<file path="src/rtl/branch_pkg.sv">
// rtl/branch_pkg.sv - branch mode codes and resolver state encoding
// Exports: BR_BEQ..BR_NEVER mode codes, state_t (ST_IDLE, ST_FLUSH).
package branch_pkg;

    localparam logic [2:0] BR_BEQ    = 3'd0;
    localparam logic [2:0] BR_BNE    = 3'd1;
    localparam logic [2:0] BR_BGTZ   = 3'd2;
    localparam logic [2:0] BR_BLEZ   = 3'd3;
    localparam logic [2:0] BR_BLTZ   = 3'd4;
    localparam logic [2:0] BR_BGEZ   = 3'd5;
    localparam logic [2:0] BR_ALWAYS = 3'd6;
    localparam logic [2:0] BR_NEVER  = 3'd7;

    typedef enum logic {
        ST_IDLE  = 1'b0,
        ST_FLUSH = 1'b1
    } state_t;

endpackage

</file>
<file path="src/rtl/branch_cond.sv">
// rtl/branch_cond.sv - combinational branch condition evaluator
// Ports: Operand_A/Operand_B (DATA_WIDTH) in, Branch_Mode (3) in, Taken out.
module branch_cond
    import branch_pkg::*;
#(
    parameter int DATA_WIDTH = 32
) (
    input  logic [DATA_WIDTH-1:0] Operand_A,
    input  logic [DATA_WIDTH-1:0] Operand_B,
    input  logic [2:0]            Branch_Mode,
    output logic                  Taken
);

    // Signed compares against zero reduce to the sign bit and a zero test.
    logic a_neg;
    logic a_zero;
    logic a_eq_b;

    assign a_neg  = Operand_A[DATA_WIDTH-1];
    assign a_zero = (Operand_A == '0);
    assign a_eq_b = (Operand_A == Operand_B);

    always_comb begin
        Taken = 1'b0;
        case (Branch_Mode)
            BR_BEQ:    Taken = a_eq_b;
            BR_BNE:    Taken = !a_eq_b;
            BR_BGTZ:   Taken = !a_neg && !a_zero;
            BR_BLEZ:   Taken = a_neg || a_zero;
            BR_BLTZ:   Taken = a_neg;
            BR_BGEZ:   Taken = !a_neg;
            BR_ALWAYS: Taken = 1'b1;
            BR_NEVER:  Taken = 1'b0;
            default:   Taken = 1'b0;
        endcase
    end

endmodule

</file>
<file path="src/rtl/branch_resolve_unit.sv">
// rtl/branch_resolve_unit.sv - EX-stage branch resolution and flush sequencer
// Ports: Clk, Reset (async, active-high); Branch_Valid, Branch_Mode, Operand_A,
// Operand_B, Target_Addr, Stall in; PCSrc, Branch_Target, Flush, Busy,
// Branch_Count, Taken_Count out.
module branch_resolve_unit
    import branch_pkg::*;
#(
    parameter int DATA_WIDTH   = 32,
    parameter int ADDR_WIDTH   = 32,
    parameter int FLUSH_CYCLES = 2,
    parameter int CNT_WIDTH    = 16
) (
    input  logic                  Clk,
    input  logic                  Reset,
    input  logic                  Branch_Valid,
    input  logic [2:0]            Branch_Mode,
    input  logic [DATA_WIDTH-1:0] Operand_A,
    input  logic [DATA_WIDTH-1:0] Operand_B,
    input  logic [ADDR_WIDTH-1:0] Target_Addr,
    input  logic                  Stall,
    output logic                  PCSrc,
    output logic [ADDR_WIDTH-1:0] Branch_Target,
    output logic                  Flush,
    output logic                  Busy,
    output logic [CNT_WIDTH-1:0]  Branch_Count,
    output logic [CNT_WIDTH-1:0]  Taken_Count
);

    localparam logic [2:0]           FLUSH_LOAD = 3'(FLUSH_CYCLES);
    localparam logic [CNT_WIDTH-1:0] CNT_MAX    = {CNT_WIDTH{1'b1}};

    state_t                 state_q, state_d;
    logic [2:0]             fcnt_q, fcnt_d;
    logic                   pcsrc_q, pcsrc_d;
    logic [ADDR_WIDTH-1:0]  target_q, target_d;
    logic [CNT_WIDTH-1:0]   bcnt_q, bcnt_d;
    logic [CNT_WIDTH-1:0]   tcnt_q, tcnt_d;
    logic                   taken;
    logic                   accept;

    branch_cond #(
        .DATA_WIDTH (DATA_WIDTH)
    ) u_cond (
        .Operand_A   (Operand_A),
        .Operand_B   (Operand_B),
        .Branch_Mode (Branch_Mode),
        .Taken       (taken)
    );

    // Branch_Valid is only honoured in IDLE; during FLUSH the EX instruction
    // is one of the squashed ones.
    assign accept = (state_q == ST_IDLE) && Branch_Valid && !Stall;

    always_comb begin
        state_d  = state_q;
        fcnt_d   = fcnt_q;
        pcsrc_d  = 1'b0;
        target_d = target_q;
        bcnt_d   = bcnt_q;
        tcnt_d   = tcnt_q;

        case (state_q)
            ST_IDLE: begin
                if (accept && taken) begin
                    target_d = Target_Addr;
                    pcsrc_d  = 1'b1;
                    fcnt_d   = FLUSH_LOAD;
                    state_d  = ST_FLUSH;
                end
            end
            ST_FLUSH: begin
                if (!Stall) begin
                    fcnt_d = fcnt_q - 3'd1;
                    if (fcnt_q <= 3'd1) begin
                        fcnt_d  = 3'd0;
                        state_d = ST_IDLE;
                    end
                end
            end
            default: state_d = ST_IDLE;
        endcase

        // Statistics saturate rather than wrap.
        if (accept && bcnt_q != CNT_MAX) begin
            bcnt_d = bcnt_q + 1'b1;
        end
        if (accept && taken && tcnt_q != CNT_MAX) begin
            tcnt_d = tcnt_q + 1'b1;
        end
    end

    always_ff @(posedge Clk or posedge Reset) begin
        if (Reset) begin
            state_q  <= ST_IDLE;
            fcnt_q   <= 3'd0;
            pcsrc_q  <= 1'b0;
            target_q <= '0;
            bcnt_q   <= '0;
            tcnt_q   <= '0;
        end else begin
            state_q  <= state_d;
            fcnt_q   <= fcnt_d;
            pcsrc_q  <= pcsrc_d;
            target_q <= target_d;
            bcnt_q   <= bcnt_d;
            tcnt_q   <= tcnt_d;
        end
    end

    // Flush/Busy decode straight from the state register so an asserted
    // Reset removes them without waiting for a clock.
    assign PCSrc         = pcsrc_q;
    assign Branch_Target = target_q;
    assign Flush         = (state_q == ST_FLUSH);
    assign Busy          = (state_q == ST_FLUSH);
    assign Branch_Count  = bcnt_q;
    assign Taken_Count   = tcnt_q;

endmodule
</file>
<file path="config.mk">
export PLATFORM = sky130hd
export DESIGN_NAME = branch_resolve_unit
export DESIGN_NICKNAME = d
export VERILOG_FILES = /design/src/rtl/branch_pkg.sv /design/src/rtl/branch_cond.sv /design/src/rtl/branch_resolve_unit.sv
export SDC_FILE = /design/constraint.sdc
export NUM_CORES = 1
export LEC_CHECK = 0
export CELL_PAD_IN_SITES_DETAIL_PLACEMENT = 1
export CELL_PAD_IN_SITES_GLOBAL_PLACEMENT = 1
export CORE_MARGIN = 2
export CORE_UTILIZATION = 32
export CTS_CLUSTER_DIAMETER = 200
export DETAILED_ROUTE_END_ITERATION = 6
export PLACE_DENSITY = 0.95
export SKIP_LAST_GASP = 1
export SLEW_MARGIN = 20
export SYNTH_ARGS = -nofsm -noshare
export SYNTH_HDL_FRONTEND = slang
export SYNTH_HIERARCHICAL = 1
export SYNTH_SLANG_ARGS = --single-unit
</file>
<file path="constraint.sdc">
create_clock -name Clk -period 5.3 [get_ports Clk]
set_clock_uncertainty 0.2 [all_clocks]
set_input_delay 0.795 -clock Clk [delete_from_list [all_inputs] [get_ports Clk]]
set_output_delay 0.795 -clock Clk [all_outputs]
set_load 0.05 [all_outputs]
</file>
==> results of run 1 <==
## registers in the layout, summed over array words and instances, names as in the netlist
register	count
Branch_Count	16
Busy	1
Branch_Target	32
fcnt_q	3
PCSrc	1
Taken_Count	16
## final cells by class
class / instances / share of cell area (%)
clock buffers: 11 / 2.35
clock inverters: 5 / 1.34
inverters: 7 / 0.470
multi-input cells: 278 / 31.1
flip-flops and latches: 69 / 30.9
well taps: 140 / 3.14
repair buffers: 172 / 30.7
## routing by layer
layer	global-route usage, %	share of wire [%]	up-vias	wire [µm]
li1	-	-	1591	-
met1	21.1	36	1628	4210
met2	38.1	53	154	6200
met3	6.69	7.7	27	905
met4	9.43	3.2	0	378
met5	0	0	-	0
## power by group through the flow
stage / logic, µW / registers, µW / clock network, µW
2_1_floorplan: 262 / 1410 / 0
3_3_place_gp: 1320 / 850 / 0
3_5_place_dp: 1360 / 865 / 0
4_1_cts: 1360 / 856 / 472
5_1_grt: 1430 / 881 / 500
6_report: 1350 / 853 / 456
## worst register-to-register path: stages, from the launching register on
cell and delay (ns):
dfrtp_1 0.49, nand4bb_2 0.74, or3_1 0.65, nor3_1 0.19, mux2_2 0.35
## cells by family (layout without fill, tap and decap cells)
| family | count (synthesis) | after routing | share of synthesized area [%] |
|---|---|---|---|
| AO/OA/AOI/OAI | 12 | 12 | 2.59 |
| XOR/XNOR | 58 | 58 | 14.4 |
| adder cells (fa/ha/maj) | 4 | 4 | 1.42 |
| buffers and inverters | 17 | 195 | 1.99 |
| flip-flops | 69 | 69 | 48.9 |
| multiplexers | 9 | 9 | 2.98 |
| AND/OR/NAND/NOR | 195 | 195 | 27.7 |
## cells in the mapped netlist, types with 2 or more instances
cell,count
nand2_1,110
nor4_1,11
inv_1,6
o31ai_1,5
nand4_1,16
mux2_2,7
clkbuf_1,4
and3_1,3
ha_1,4
o21ai_0,3
xor2_1,40
nor2_1,9
nand3_1,15
nor4_2,4
xnor2_1,18
buf_2,2
nor4_4,2
dfrtp_1,69
nor3_1,12
buf_1,3
and4_1,3
## worst max-delay path by stage
stage	cells after the start	slack, ns	to
finish	10	1.06	Taken_Count[12]$_DFFE_PP0P_
global route	10	0.85	Taken_Count[12]$_DFFE_PP0P_
CTS	10	1.10	Taken_Count[12]$_DFFE_PP0P_
detailed placement	10	0.73	Taken_Count[12]$_DFFE_PP0P_
global placement	10	0.79	Taken_Count[12]$_DFFE_PP0P_
floorplan	10	2.11	Taken_Count[12]$_DFFE_PP0P_
## stage by stage
stage	util (%)	area [µm²]	setup slack, ns	total power [µW]	cells
floorplan	-	3530	2.11	1680	364
global placement	49.8	5380	0.792	2170	666
detailed placement	49.8	5380	0.728	2220	666
CTS	51.8	5590	1.10	2690	682
global route	51.8	5590	0.847	2810	682
finish	51.8	5590	1.06	2660	682
==> impl_results.html, run 1 <==
<table>
<tr><th>Metric</th><th>Value</th></tr>
<tr><th colspan="2">STA</th></tr>
<tr><td>Post-layout minimum cycle time</td><td>4.24 ns</td></tr>
<tr><td>Final hold viol count</td><td>0</td></tr>
<tr><td>Actual transition at the worst max-transition pin</td><td>0.714 ns</td></tr>
<tr><td>Total setup violations reported at the end of the flow</td><td>0</td></tr>
<tr><td>Highest achievable clock rate</td><td>0.236 GHz</td></tr>
<tr><td>Final worst hold slack</td><td>0.278 ns</td></tr>
<tr><td>Fin crit share</td><td>79.9%</td></tr>
<tr><td>Unrepaired setup endpoints after global routing</td><td>no</td></tr>
<tr><td>Setup TNS Final</td><td>0 ns</td></tr>
<tr><td>Max Slew Vio Count</td><td>0</td></tr>
<tr><td>Slew HR</td><td>52.4%</td></tr>
<tr><th colspan="2">Setup path</th></tr>
<tr><td>Kind of start point of the critical path</td><td>primary input</td></tr>
<tr><td>Capture instance of the worst register-to-register path</td><td>Taken_Count[12]$_DFFE_PP0P_</td></tr>
<tr><td>CP Class</td><td>primary input to flop</td></tr>
<tr><td>Reg-to-Reg Start</td><td>Busy$_DFF_PP0_</td></tr>
<tr><td>Kind of capture point of the worst setup path</td><td>flop</td></tr>
<tr><td>Worst reg2reg setup slack</td><td>2.57 ns</td></tr>
<tr><td>Ordered cell list for the critical path</td><td>clkdlybuf4s50_1, xor2_1, nor4_1, nand4_1, o31ai_1, xor2_1, nand4bb_2, or3_1, nor3_1, mux2_2</td></tr>
<tr><td>Logic depth of the worst register-to-register path</td><td>4</td></tr>
<tr><td>Library cell appearing most often on the critical path</td><td>xor2_1</td></tr>
<tr><td>Kind of cell with the highest combined delay on the critical path</td><td>simple AND/OR/NAND/NOR gates</td></tr>
<tr><td>Worst-path cell with the longest stage delay</td><td>or3_1</td></tr>
<tr><td>Maximum fanout encountered on the critical timing path</td><td>25</td></tr>
<tr><td>Bufs and invs on worst path</td><td>1</td></tr>
<tr><td>Setup crit start</td><td>Operand_A[17]</td></tr>
<tr><td>CP max stage delay</td><td>0.64 ns</td></tr>
<tr><td>Data arrival time at the worst-slack endpoint</td><td>4.27 ns</td></tr>
<tr><td>Required time of the critical path</td><td>~5.3 ns</td></tr>
<tr><th colspan="2">Clocking</th></tr>
<tr><td>CTS H-tree depth</td><td>3</td></tr>
<tr><td>Post-cts resize count</td><td>0</td></tr>
<tr><td>Total number of clock tree sinks</td><td>69</td></tr>
<tr><td>Root buf cell</td><td>clkbuf_8</td></tr>
<tr><td>Setup Buffers After CTS</td><td>0</td></tr>
<tr><td>Clock Tree Buf Depth</td><td>2</td></tr>
<tr><td>Clock latency on the worst-skew pair</td><td>0.34 ns</td></tr>
<tr><td>Total CTS buffers</td><td>9</td></tr>
<tr><td>CTS tree</td><td>yes</td></tr>
<tr><td>Hold-fix buffer count after cts</td><td>0</td></tr>
<tr><td>Clock Pin Slew Worst Setup and Hold Paths</td><td>roughly 0.08 ns</td></tr>
<tr><th colspan="2">Drt</th></tr>
<tr><td>Iteration-0 DRC Markers</td><td>122</td></tr>
<tr><td>Count of TritonRoute iterations in the first routing pass</td><td>4</td></tr>
<tr><td>Total number of vias</td><td>3400</td></tr>
<tr><td>Total Routed Length</td><td>11700 µm</td></tr>
<tr><td>Per-cell routed wire length</td><td>~17 µm</td></tr>
<tr><td>Number of nets with antenna violations after routing</td><td>0</td></tr>
<tr><td>DRC violation count after routing</td><td>0</td></tr>
<tr><td>Per-cell via count in the routed design</td><td>4.99</td></tr>
<tr><th colspan="2">Power</th></tr>
<tr><td>Power Density</td><td>476 mW/mm²</td></tr>
<tr><td>Net switching fraction of the power</td><td>approximately 46%</td></tr>
<tr><td>Internal power summed over all cells</td><td>1430 µW</td></tr>
<tr><td>Static leakage</td><td>0.00242 µW</td></tr>
<tr><td>Worst IR Drop VDD</td><td>between 0.0003 and 0.0004 V</td></tr>
<tr><td>Share of power burned in registers</td><td>32.1%</td></tr>
<tr><td>Fraction of power consumed by combinational cells</td><td>around 51%</td></tr>
<tr><td>Clock group share of total power</td><td>17.1%</td></tr>
<tr><td>Switching power summed over all nets</td><td>between 1000 and 1500 µW</td></tr>
<tr><th colspan="2">Layout</th></tr>
<tr><td>Area taken by flip-flops and latches</td><td>0.00173 mm²</td></tr>
<tr><td>Signed area change from the synthesized netlist to the final layout</td><td>58.3%</td></tr>
<tr><td>Most common cell after layout, fill and taps aside</td><td>clkdlybuf4s50_1</td></tr>
<tr><td>Top library cells by usage in the layout, fill and taps aside</td><td>clkdlybuf4s50_1, nand2_1, dfrtp_1, xor2_1, xnor2_1</td></tr>
<tr><td>Ant diodes</td><td>0</td></tr>
<tr><td>Share of post-route cells with drive strength above 1</td><td>6.83%</td></tr>
<tr><td>Area of combinational cells with multiple inputs</td><td>0.00174 mm²</td></tr>
<tr><td>Final nets</td><td>644</td></tr>
<tr><td>Filler Cell Count</td><td>roughly 1200</td></tr>
<tr><th colspan="2">Floorplan</th></tr>
<tr><td>Initial standard-cell utilization of the core</td><td>roughly 33%</td></tr>
<tr><td>Die Y-Extent</td><td>109 µm</td></tr>
<tr><td>Floorplan core area</td><td>0.0108 mm²</td></tr>
<tr><td>Die W</td><td>109 µm</td></tr>
<tr><td>Row Count</td><td>38</td></tr>
<tr><td>Die area</td><td>0.0119 mm²</td></tr>
<tr><td>Number of top-level design ports</td><td>170</td></tr>
<tr><th colspan="2">Flow run</th></tr>
<tr><td>Max-capacitance violation count</td><td>0</td></tr>
<tr><th colspan="2">Logic synthesis</th></tr>
<tr><td>Register area share after synthesis</td><td>48.9%</td></tr>
<tr><td>Cell taking the most area after synthesis</td><td>dfrtp_1</td></tr>
<tr><td>Most instantiated flip-flop cell in the synthesis netlist</td><td>dfrtp_1</td></tr>
<tr><td>Synthesized net count</td><td>471</td></tr>
<tr><td>Post-Syn Instances</td><td>364</td></tr>
<tr><td>Flop and latch count out of synthesis</td><td>69</td></tr>
<tr><td>Synthesized area</td><td>0.00353 mm²</td></tr>
<tr><td>Top cells by area, synth</td><td>dfrtp_1, nand2_1, xor2_1</td></tr>
<tr><td>Count of cell types in the netlist</td><td>39</td></tr>
<tr><td>Mean instance size in the synthesized netlist</td><td>9.69 µm²</td></tr>
<tr><td>Async S/R FF share, synth</td><td>100%</td></tr>
<tr><td>Yosys synthesis warning count</td><td>6</td></tr>
<tr><td>Number of enable flip-flop cells after synthesis</td><td>0</td></tr>
<tr><td>Area fraction of the dominant cell type after synthesis</td><td>48.9%</td></tr>
<tr><th colspan="2">Global routing</th></tr>
<tr><td>Remaining global-route overflow</td><td>0</td></tr>
<tr><td>Maximum number of pins on one net before global-route repair</td><td>40</td></tr>
<tr><td>Via count of the first global-routing pass</td><td>3778</td></tr>
<tr><td>GRT Util Overall</td><td>20.7%</td></tr>
<tr><td>Number of antenna violations at the first check in global routing</td><td>0</td></tr>
<tr><td>Global-route wire length before repair</td><td>18600 µm</td></tr>
<tr><th colspan="2">Outcome</th></tr>
<tr><td>Run status</td><td>finished clean</td></tr>
<tr><th colspan="2">Placed design</th></tr>
<tr><td>Final GP Congestion</td><td>0.860</td></tr>
<tr><td>Half-perimeter wire length after placement</td><td>9420 µm</td></tr>
<tr><td>Port bufs</td><td>between 150 and 200</td></tr>
<tr><th colspan="2">Worst hold path</th></tr>
<tr><td>Hold path depth</td><td>2</td></tr>
<tr><td>Hold-critical path endpoint</td><td>Branch_Target[26]$_DFFE_PP0P_</td></tr>
<tr><td>Class of the tightest hold or removal check</td><td>flop to flop</td></tr>
<tr><td>Start point of the worst hold path</td><td>Branch_Target[26]$_DFFE_PP0P_</td></tr>
</table>
No activity file was read; power rests on OpenSTA's default activity.
==> run 2: changes to the inputs <==
--- a/config.mk
+++ b/config.mk
@@ -8,10 +8,10 @@
 export CELL_PAD_IN_SITES_DETAIL_PLACEMENT = 1
 export CELL_PAD_IN_SITES_GLOBAL_PLACEMENT = 1
 export CORE_MARGIN = 2
-export CORE_UTILIZATION = 32
+export CORE_UTILIZATION = 30
 export CTS_CLUSTER_DIAMETER = 200
 export DETAILED_ROUTE_END_ITERATION = 6
-export PLACE_DENSITY = 0.95
+export PLACE_DENSITY = 0.91
 export SKIP_LAST_GASP = 1
 export SLEW_MARGIN = 20
 export SYNTH_ARGS = -nofsm -noshare
==> constraint.sdc (replaced) <==
create_clock -name Clk -period 3.93 [get_ports Clk]
set_clock_uncertainty 0.2 [all_clocks]
set_input_delay 0.5895 -clock Clk [delete_from_list [all_inputs] [get_ports Clk]]
set_output_delay 0.5895 -clock Clk [all_outputs]
set_load 0.05 [all_outputs]
==> run 2 against run 1 <==
- combinational power grew 36%
- cell count grew 0.44%
- die area grew 6.4%
- hold slack lost 0.0034 ns
- count of clock-buffer cells in the layout grew 3
- worst setup slack lost 0.65 ns
- utilization shrank 2.3 points
- critical endpoint unchanged
==> impl_results.html, run 2 (same netlist as run 1, synthesis figures left out) <==
<table>
<tr><th>Metric</th><th>Value</th></tr>
<tr><th colspan="2">Drt</th></tr>
<tr><td>Per-cell routed wire length</td><td>17.3 µm (+0.73%)</td></tr>
<tr><td>Total Routed Length</td><td>11800 µm (+1.2%)</td></tr>
<tr><td>Iteration-0 DRC Markers</td><td>181 (+48%)</td></tr>
<tr><td>Number of nets with antenna violations after routing</td><td>0 (unchanged)</td></tr>
<tr><td>Count of TritonRoute iterations in the first routing pass</td><td>4 (unchanged)</td></tr>
<tr><td>Per-cell via count in the routed design</td><td>4.91 (-1.6%)</td></tr>
<tr><td>Total number of vias</td><td>3360 (-1.2%)</td></tr>
<tr><td>DRC violation count after routing</td><td>0 (unchanged)</td></tr>
<tr><th colspan="2">Floorplan</th></tr>
<tr><td>Die W</td><td>112 µm (+3.2%)</td></tr>
<tr><td>Initial standard-cell utilization of the core</td><td>30.8% (-1.9 points)</td></tr>
<tr><td>Die area</td><td>0.0126 mm² (+6.4%)</td></tr>
<tr><td>Number of top-level design ports</td><td>170 (unchanged)</td></tr>
<tr><td>Die Y-Extent</td><td>112 µm (+3.2%)</td></tr>
<tr><td>Floorplan core area</td><td>0.0115 mm² (+6.2%)</td></tr>
<tr><td>Row Count</td><td>39 (+2.6%)</td></tr>
<tr><th colspan="2">Worst hold path</th></tr>
<tr><td>Start point of the worst hold path</td><td>Branch_Target[25]$_DFFE_PP0P_</td></tr>
<tr><td>Hold-critical path endpoint</td><td>Branch_Target[25]$_DFFE_PP0P_</td></tr>
<tr><td>Class of the tightest hold or removal check</td><td>flop to flop</td></tr>
<tr><td>Hold path depth</td><td>2 (unchanged)</td></tr>
<tr><th colspan="2">Clocking</th></tr>
<tr><td>Hold-fix buffer count after cts</td><td>0 (unchanged)</td></tr>
<tr><td>Total CTS buffers</td><td>9 (unchanged)</td></tr>
<tr><td>CTS H-tree depth</td><td>3 (unchanged)</td></tr>
<tr><td>Post-cts resize count</td><td>0 (unchanged)</td></tr>
<tr><td>Clock Pin Slew Worst Setup and Hold Paths</td><td>0.05 ns (-0.03 ns)</td></tr>
<tr><td>Clock latency on the worst-skew pair</td><td>0.33 ns (about the same)</td></tr>
<tr><td>Clock Tree Buf Depth</td><td>2 (unchanged)</td></tr>
<tr><td>Root buf cell</td><td>clkbuf_16</td></tr>
<tr><td>CTS tree</td><td>yes</td></tr>
<tr><td>Total number of clock tree sinks</td><td>69 (unchanged)</td></tr>
<tr><td>Setup Buffers After CTS</td><td>0 (unchanged)</td></tr>
<tr><th colspan="2">Outcome</th></tr>
<tr><td>Run status</td><td>finished clean</td></tr>
<tr><th colspan="2">Power</th></tr>
<tr><td>Power Density</td><td>658 mW/mm² (+38%)</td></tr>
<tr><td>Static leakage</td><td>0.00246 µW (+1.5%)</td></tr>
<tr><td>Worst IR Drop VDD</td><td>0.000434 V (+42%)</td></tr>
<tr><th colspan="2">Layout</th></tr>
<tr><td>Top library cells by usage in the layout, fill and taps aside</td><td>clkdlybuf4s50_1, nand2_1, dfrtp_1, xor2_1, xnor2_1</td></tr>
<tr><td>Layout Cells excl Fill</td><td>685 (+0.44%)</td></tr>
<tr><td>Ant diodes</td><td>0 (unchanged)</td></tr>
<tr><td>Filler Cell Count</td><td>1313 (+9.5%)</td></tr>
<tr><td>Share of post-route cells with drive strength above 1</td><td>6.83% (unchanged)</td></tr>
<tr><td>Most common cell after layout, fill and taps aside</td><td>clkdlybuf4s50_1</td></tr>
<tr><td>Final nets</td><td>645 (+0.16%)</td></tr>
<tr><td>Max FFs per register</td><td>32 (unchanged)</td></tr>
<tr><td>Signed area change from the synthesized netlist to the final layout</td><td>60.7%</td></tr>
<tr><th colspan="2">Placed design</th></tr>
<tr><td>Half-perimeter wire length after placement</td><td>9480 µm (+0.70%)</td></tr>
<tr><td>Inst Count DP</td><td>670 (+0.60%)</td></tr>
<tr><td>Port bufs</td><td>169 (unchanged)</td></tr>
<tr><td>Final GP Congestion</td><td>0.903 (+5.1%)</td></tr>
<tr><th colspan="2">Setup path</th></tr>
<tr><td>CP Class</td><td>primary input to flop</td></tr>
<tr><td>Capture instance of the worst register-to-register path</td><td>Branch_Count[12]$_DFFE_PP0P_</td></tr>
<tr><td>Logic depth of the worst register-to-register path</td><td>5 (+1)</td></tr>
<tr><td>Kind of capture point of the worst setup path</td><td>flop</td></tr>
<tr><td>Data arrival time at the worst-slack endpoint</td><td>3.53 ns (-0.74 ns)</td></tr>
<tr><td>Reg-to-Reg Start</td><td>Branch_Count[0]$_DFFE_PP0P_</td></tr>
<tr><td>Worst reg2reg setup slack</td><td>1.66 ns (-0.91 ns)</td></tr>
<tr><td>Kind of start point of the critical path</td><td>primary input</td></tr>
<tr><td>Maximum fanout encountered on the critical timing path</td><td>4 (-84%)</td></tr>
<tr><td>Required time of the critical path</td><td>3.94 ns (-1.39 ns)</td></tr>
<tr><th colspan="2">Global routing</th></tr>
<tr><td>Remaining global-route overflow</td><td>0 (unchanged)</td></tr>
<tr><td>Number of antenna violations at the first check in global routing</td><td>0 (unchanged)</td></tr>
<tr><td>Via count of the first global-routing pass</td><td>3770 (-0.21%)</td></tr>
<tr><td>Maximum number of pins on one net before global-route repair</td><td>70 (+75%)</td></tr>
<tr><td>GRT Util Overall</td><td>19.1% (-1.6 points)</td></tr>
<tr><td>Global-route wire length before repair</td><td>19000 µm (+2.0%)</td></tr>
<tr><th colspan="2">STA</th></tr>
<tr><td>Fin crit share</td><td>approximately nine tenths</td></tr>
<tr><td>Total setup violations reported at the end of the flow</td><td>0 (unchanged)</td></tr>
<tr><td>Unrepaired setup endpoints after global routing</td><td>no</td></tr>
<tr><td>Final hold viol count</td><td>0 (unchanged)</td></tr>
<tr><td>Slew HR</td><td>41.4% (-11 points)</td></tr>
<tr><td>Setup TNS Final</td><td>0 ns (unchanged)</td></tr>
<tr><td>Post-layout minimum cycle time</td><td>3.51 ns</td></tr>
<tr><td>Max Slew Vio Count</td><td>0 (unchanged)</td></tr>
<tr><td>Actual transition at the worst max-transition pin</td><td>0.879 ns (+0.165 ns)</td></tr>
<tr><td>Highest achievable clock rate</td><td>0.285 GHz</td></tr>
<tr><th colspan="2">Flow run</th></tr>
<tr><td>Max-capacitance violation count</td><td>0 (unchanged)</td></tr>
</table>
run 2: worst max-delay path, cell delays in order:
cell             delay [ns]
clkdlybuf4s50_1        0.43
nor4_1                 0.46
nand4_1                0.19
o31ai_1                0.33
o31ai_1                0.14
xor2_1                 0.19
nand4bb_2              0.20
or3_1                  0.45
nor3_1                 0.18
mux2_2                 0.36
run 2: area by class of cell:
cell class                      instances  area [µm²]  share of cell area (%)
Multi-Input combinational cell        278        1740                    30.6
Inverter                                7        26.3                   0.463
Clock inverter                          1        5.00                  0.0883
Sequential cell                        69        1730                    30.5
Clock buffer                           14         274                    4.83
Timing Repair Buffer                  173        1720                    30.4
Tap cell                              143         179                    3.16
run 2: report_power, final:
group	total, µW	switching, µW	internal [µW]
sequential	1140	195	947
clock	754	279	474
combinational	1830	1200	635
total	3730	1670	2060
run 2: layer usage:
layer / routed length, µm / GRT usage (%) / up-vias / share of wire, %
li1: - / - / 1587 / -
met1: 4360 / 19.9 / 1602 / 37
met2: 6160 / 34.9 / 149 / 52
met3: 868 / 4.91 / 22 / 7.3
met4: 435 / 10.2 / 0 / 3.7
met5: 0 / 0 / - / 0
run 2: worst max-delay path by stage:
stage | startpoint | endpoint | slack [ns] | cells past startpoint
2_1_floorplan | Operand_B[15] | Taken_Count[12]$_DFFE_PP0P_ | 0.94 | 10
3_3_place_gp | Operand_B[21] | Taken_Count[12]$_DFFE_PP0P_ | 0.19 | 10
3_5_place_dp | Operand_A[7] | Taken_Count[12]$_DFFE_PP0P_ | 0.07 | 10
4_1_cts | Operand_A[7] | Taken_Count[12]$_DFFE_PP0P_ | 0.40 | 10
5_1_grt | Operand_B[21] | Taken_Count[12]$_DFFE_PP0P_ | 0.25 | 10
6_report | Operand_A[7] | Taken_Count[12]$_DFFE_PP0P_ | 0.42 | 10
run 2: per-stage QoR:
step	worst slack (ns)	area (µm²)	hold slack, ns	power [µW]	utilization [%]
floorplan	0.945	3530	0.282	2260	-
global placement	0.188	5390	0.256	2930	47.0
detailed placement	0.0692	5390	0.262	3010	47.0
CTS	0.404	5670	0.277	3780	49.4
global route	0.250	5670	0.302	3920	49.4
finish	0.417	5670	0.274	3730	49.4
==> run 3: changes to the inputs <==
--- a/config.mk
+++ b/config.mk
@@ -11,6 +11,7 @@
 export CORE_UTILIZATION = 30
 export CTS_CLUSTER_DIAMETER = 200
 export DETAILED_ROUTE_END_ITERATION = 6
+export MAX_ROUTING_LAYER = met4
 export PLACE_DENSITY = 0.91
 export SKIP_LAST_GASP = 1
 export SLEW_MARGIN = 20
==> run 3 against run 2 <==
- cell count unchanged
- routed wire length about the same
- final area unchanged
- die area unchanged
- via count increased by 0.45%
- critical path type unchanged
- critical endpoint unchanged
- combinational power about the same
- largest cell class unchanged
- count of clock-buffer cells in the layout unchanged
==> impl_results.html, run 3 (same netlist as run 1, synthesis figures left out) <==
<table>
<tr><th>Metric</th><th>Value</th></tr>
<tr><th colspan="2">Setup path</th></tr>
<tr><td>Capture instance of the worst register-to-register path</td><td>Branch_Count[12]$_DFFE_PP0P_</td></tr>
<tr><td>CP Class</td><td>primary input to flop</td></tr>
<tr><td>Kind of capture point of the worst setup path</td><td>flop</td></tr>
<tr><td>Setup crit start</td><td>Operand_A[9]</td></tr>
<tr><td>Worst reg2reg setup slack</td><td>1.66 ns (about the same)</td></tr>
<tr><td>Reg-to-Reg Start</td><td>Branch_Count[0]$_DFFE_PP0P_</td></tr>
<tr><td>Required time of the critical path</td><td>3.94 ns (about the same)</td></tr>
<tr><td>Maximum fanout encountered on the critical timing path</td><td>4 (unchanged)</td></tr>
<tr><td>Kind of start point of the critical path</td><td>primary input</td></tr>
<tr><td>Logic depth of the worst register-to-register path</td><td>5 (unchanged)</td></tr>
<tr><td>Data arrival time at the worst-slack endpoint</td><td>3.55 ns (+0.02 ns)</td></tr>
<tr><th colspan="2">Global routing</th></tr>
<tr><td>Via count of the first global-routing pass</td><td>3781 (+0.29%)</td></tr>
<tr><td>Global-route wire length before repair</td><td>18900 µm (-0.33%)</td></tr>
<tr><td>Number of antenna violations at the first check in global routing</td><td>0 (unchanged)</td></tr>
<tr><td>GRT Util Overall</td><td>19.6% (+0.56 points)</td></tr>
<tr><td>Remaining global-route overflow</td><td>0 (unchanged)</td></tr>
<tr><td>Maximum number of pins on one net before global-route repair</td><td>70 (unchanged)</td></tr>
<tr><th colspan="2">STA</th></tr>
<tr><td>Total setup violations reported at the end of the flow</td><td>0 (unchanged)</td></tr>
<tr><td>Highest achievable clock rate</td><td>0.282 GHz (-0.81%)</td></tr>
<tr><td>Unrepaired setup endpoints after global routing</td><td>no</td></tr>
<tr><td>Slack of the critical path</td><td>0.388 ns (-0.0287 ns)</td></tr>
<tr><td>Setup TNS Final</td><td>0 ns (unchanged)</td></tr>
<tr><td>Fin crit share</td><td>90.1% (+0.73 points)</td></tr>
<tr><td>Slew HR</td><td>41.3% (-0.11 points)</td></tr>
<tr><td>Max Slew Vio Count</td><td>0 (unchanged)</td></tr>
<tr><td>Final worst hold slack</td><td>0.274 ns (-0.00000200 ns)</td></tr>
<tr><td>Final hold viol count</td><td>0 (unchanged)</td></tr>
<tr><td>Actual transition at the worst max-transition pin</td><td>0.881 ns (+0.00168 ns)</td></tr>
<tr><td>Post-layout minimum cycle time</td><td>3.54 ns (+0.0287 ns)</td></tr>
<tr><th colspan="2">Layout</th></tr>
<tr><td>Max FFs per register</td><td>32 (unchanged)</td></tr>
<tr><td>Top library cells by usage in the layout, fill and taps aside</td><td>clkdlybuf4s50_1, nand2_1, dfrtp_1, xor2_1, xnor2_1</td></tr>
<tr><td>Signed area change from the synthesized netlist to the final layout</td><td>60.7% (unchanged)</td></tr>
<tr><td>Final nets</td><td>645 (unchanged)</td></tr>
<tr><td>Share of post-route cells with drive strength above 1</td><td>6.83% (unchanged)</td></tr>
<tr><td>Filler Cell Count</td><td>1313 (unchanged)</td></tr>
<tr><td>Area taken by flip-flops and latches</td><td>0.00173 mm² (unchanged)</td></tr>
<tr><td>Ant diodes</td><td>0 (unchanged)</td></tr>
<tr><td>Area of combinational cells with multiple inputs</td><td>0.00174 mm² (unchanged)</td></tr>
<tr><td>Most common cell after layout, fill and taps aside</td><td>clkdlybuf4s50_1</td></tr>
<tr><td>Layout Cells excl Fill</td><td>685 (unchanged)</td></tr>
<tr><th colspan="2">Placed design</th></tr>
<tr><td>Final GP Congestion</td><td>0.919 (+1.7%)</td></tr>
<tr><td>Worst slack at placement</td><td>0.0692 ns (unchanged)</td></tr>
<tr><td>Inst Count DP</td><td>670 (unchanged)</td></tr>
<tr><td>Half-perimeter wire length after placement</td><td>9480 µm (unchanged)</td></tr>
<tr><td>Port bufs</td><td>169 (unchanged)</td></tr>
<tr><th colspan="2">Floorplan</th></tr>
<tr><td>Initial standard-cell utilization of the core</td><td>30.8% (unchanged)</td></tr>
<tr><td>Floorplan core area</td><td>0.0115 mm² (unchanged)</td></tr>
<tr><td>Die Y-Extent</td><td>112 µm (unchanged)</td></tr>
<tr><td>Die area</td><td>0.0126 mm² (unchanged)</td></tr>
<tr><td>Number of top-level design ports</td><td>170 (unchanged)</td></tr>
<tr><td>Row Count</td><td>39 (unchanged)</td></tr>
<tr><td>Die W</td><td>112 µm (unchanged)</td></tr>
<tr><th colspan="2">Drt</th></tr>
<tr><td>Total number of vias</td><td>3375 (+0.45%)</td></tr>
<tr><td>DRC violation count after routing</td><td>0 (unchanged)</td></tr>
<tr><td>Iteration-0 DRC Markers</td><td>196 (+8.3%)</td></tr>
<tr><td>Number of nets with antenna violations after routing</td><td>0 (unchanged)</td></tr>
<tr><td>Per-cell routed wire length</td><td>17.3 µm (about the same)</td></tr>
<tr><td>Total Routed Length</td><td>11800 µm (about the same)</td></tr>
<tr><td>Count of TritonRoute iterations in the first routing pass</td><td>4 (unchanged)</td></tr>
<tr><td>Per-cell via count in the routed design</td><td>4.93 (+0.45%)</td></tr>
<tr><th colspan="2">Clocking</th></tr>
<tr><td>Total number of clock tree sinks</td><td>69 (unchanged)</td></tr>
<tr><td>CTS tree</td><td>yes</td></tr>
<tr><td>Root buf cell</td><td>clkbuf_16</td></tr>
<tr><td>Clock latency on the worst-skew pair</td><td>0.32 ns (about the same)</td></tr>
<tr><td>Clock Pin Slew Worst Setup and Hold Paths</td><td>0.05 ns (about the same)</td></tr>
<tr><td>CTS H-tree depth</td><td>3 (unchanged)</td></tr>
<tr><td>Clock Tree Buf Depth</td><td>2 (unchanged)</td></tr>
<tr><td>Total CTS buffers</td><td>9 (unchanged)</td></tr>
<tr><td>Setup Buffers After CTS</td><td>0 (unchanged)</td></tr>
<tr><td>Hold-fix buffer count after cts</td><td>0 (unchanged)</td></tr>
<tr><td>Post-cts resize count</td><td>0 (unchanged)</td></tr>
<tr><th colspan="2">Worst hold path</th></tr>
<tr><td>Hold path depth</td><td>2 (unchanged)</td></tr>
<tr><td>Start point of the worst hold path</td><td>Branch_Target[25]$_DFFE_PP0P_</td></tr>
<tr><td>Hold-critical path endpoint</td><td>Branch_Target[25]$_DFFE_PP0P_</td></tr>
<tr><td>Class of the tightest hold or removal check</td><td>flop to flop</td></tr>
<tr><th colspan="2">Flow run</th></tr>
<tr><td>Max-capacitance violation count</td><td>0 (unchanged)</td></tr>
<tr><th colspan="2">Power</th></tr>
<tr><td>Static leakage</td><td>0.00246 µW (unchanged)</td></tr>
<tr><td>Worst IR Drop VDD</td><td>0.000434 V (about the same)</td></tr>
<tr><td>Power Density</td><td>658 mW/mm² (about the same)</td></tr>
<tr><td>Total power consumption of the routed design</td><td>3730 µW (about the same)</td></tr>
<tr><th colspan="2">Outcome</th></tr>
<tr><td>Run status</td><td>finished clean</td></tr>
</table>
==> run 3: cell counts in the layout (fill, tap and decap cells not counted) <==
No cell type changed its count.
==> run 3: layout make-up <==
type | instances | share of cell area [%]
clock inverter | 1 | 0.0883
clock buffer | 14 | 4.83
sequential | 69 | 30.5
multi-input combinational | 278 | 30.6
inverter | 7 | 0.463
timing repair buffer | 173 | 30.4
tap | 143 | 3.16
==> run 3: worst max-delay path: stages <==
cell and delay [ns]:
clkdlybuf4s50_1 0.44, nor4_1 0.45, nand4_1 0.18, o31ai_1 0.35, o31ai_1 0.15, xor2_1 0.20, nand4bb_2 0.20, or3_1 0.45
nor3_1 0.18, mux2_2 0.36
==> run 3: where the power goes <==
| group | switching [µW] | internal [µW] |
|---|---|---|
| logic | 1200 | 635 |
| registers | 195 | 947 |
| clock network | 279 | 474 |
==> run 3: worst max path at each step <==
| stage | end |
|---|---|
| finish | Taken_Count[12]$_DFFE_PP0P_ |
| global route | Taken_Count[12]$_DFFE_PP0P_ |
| CTS | Taken_Count[12]$_DFFE_PP0P_ |
| detailed placement | Taken_Count[12]$_DFFE_PP0P_ |
| global placement | Taken_Count[12]$_DFFE_PP0P_ |
| floorplan | Taken_Count[12]$_DFFE_PP0P_ |
==> run 3: through the flow <==
stage               utilization (%)  cell area (µm²)
floorplan                         -             3530
global placement               47.0             5390
detailed placement             47.0             5390
CTS                            49.4             5670
global route                   49.4             5670
finish                         49.4             5670
==> run 3: per-layer routing <==
| metal | wire length [µm] | vias up | global-route usage, % | part of all wire (%) |
|---|---|---|---|---|
| met5 | 0 | - | - | 0 |
| met2 | 6130 | 153 | 35.0 | 52 |
| met1 | 4520 | 1609 | 20.6 | 38 |
| met4 | 437 | 0 | 10.2 | 3.7 |
| li1 | - | 1588 | - | - |
| met3 | 734 | 25 | 3.67 | 6.2 |
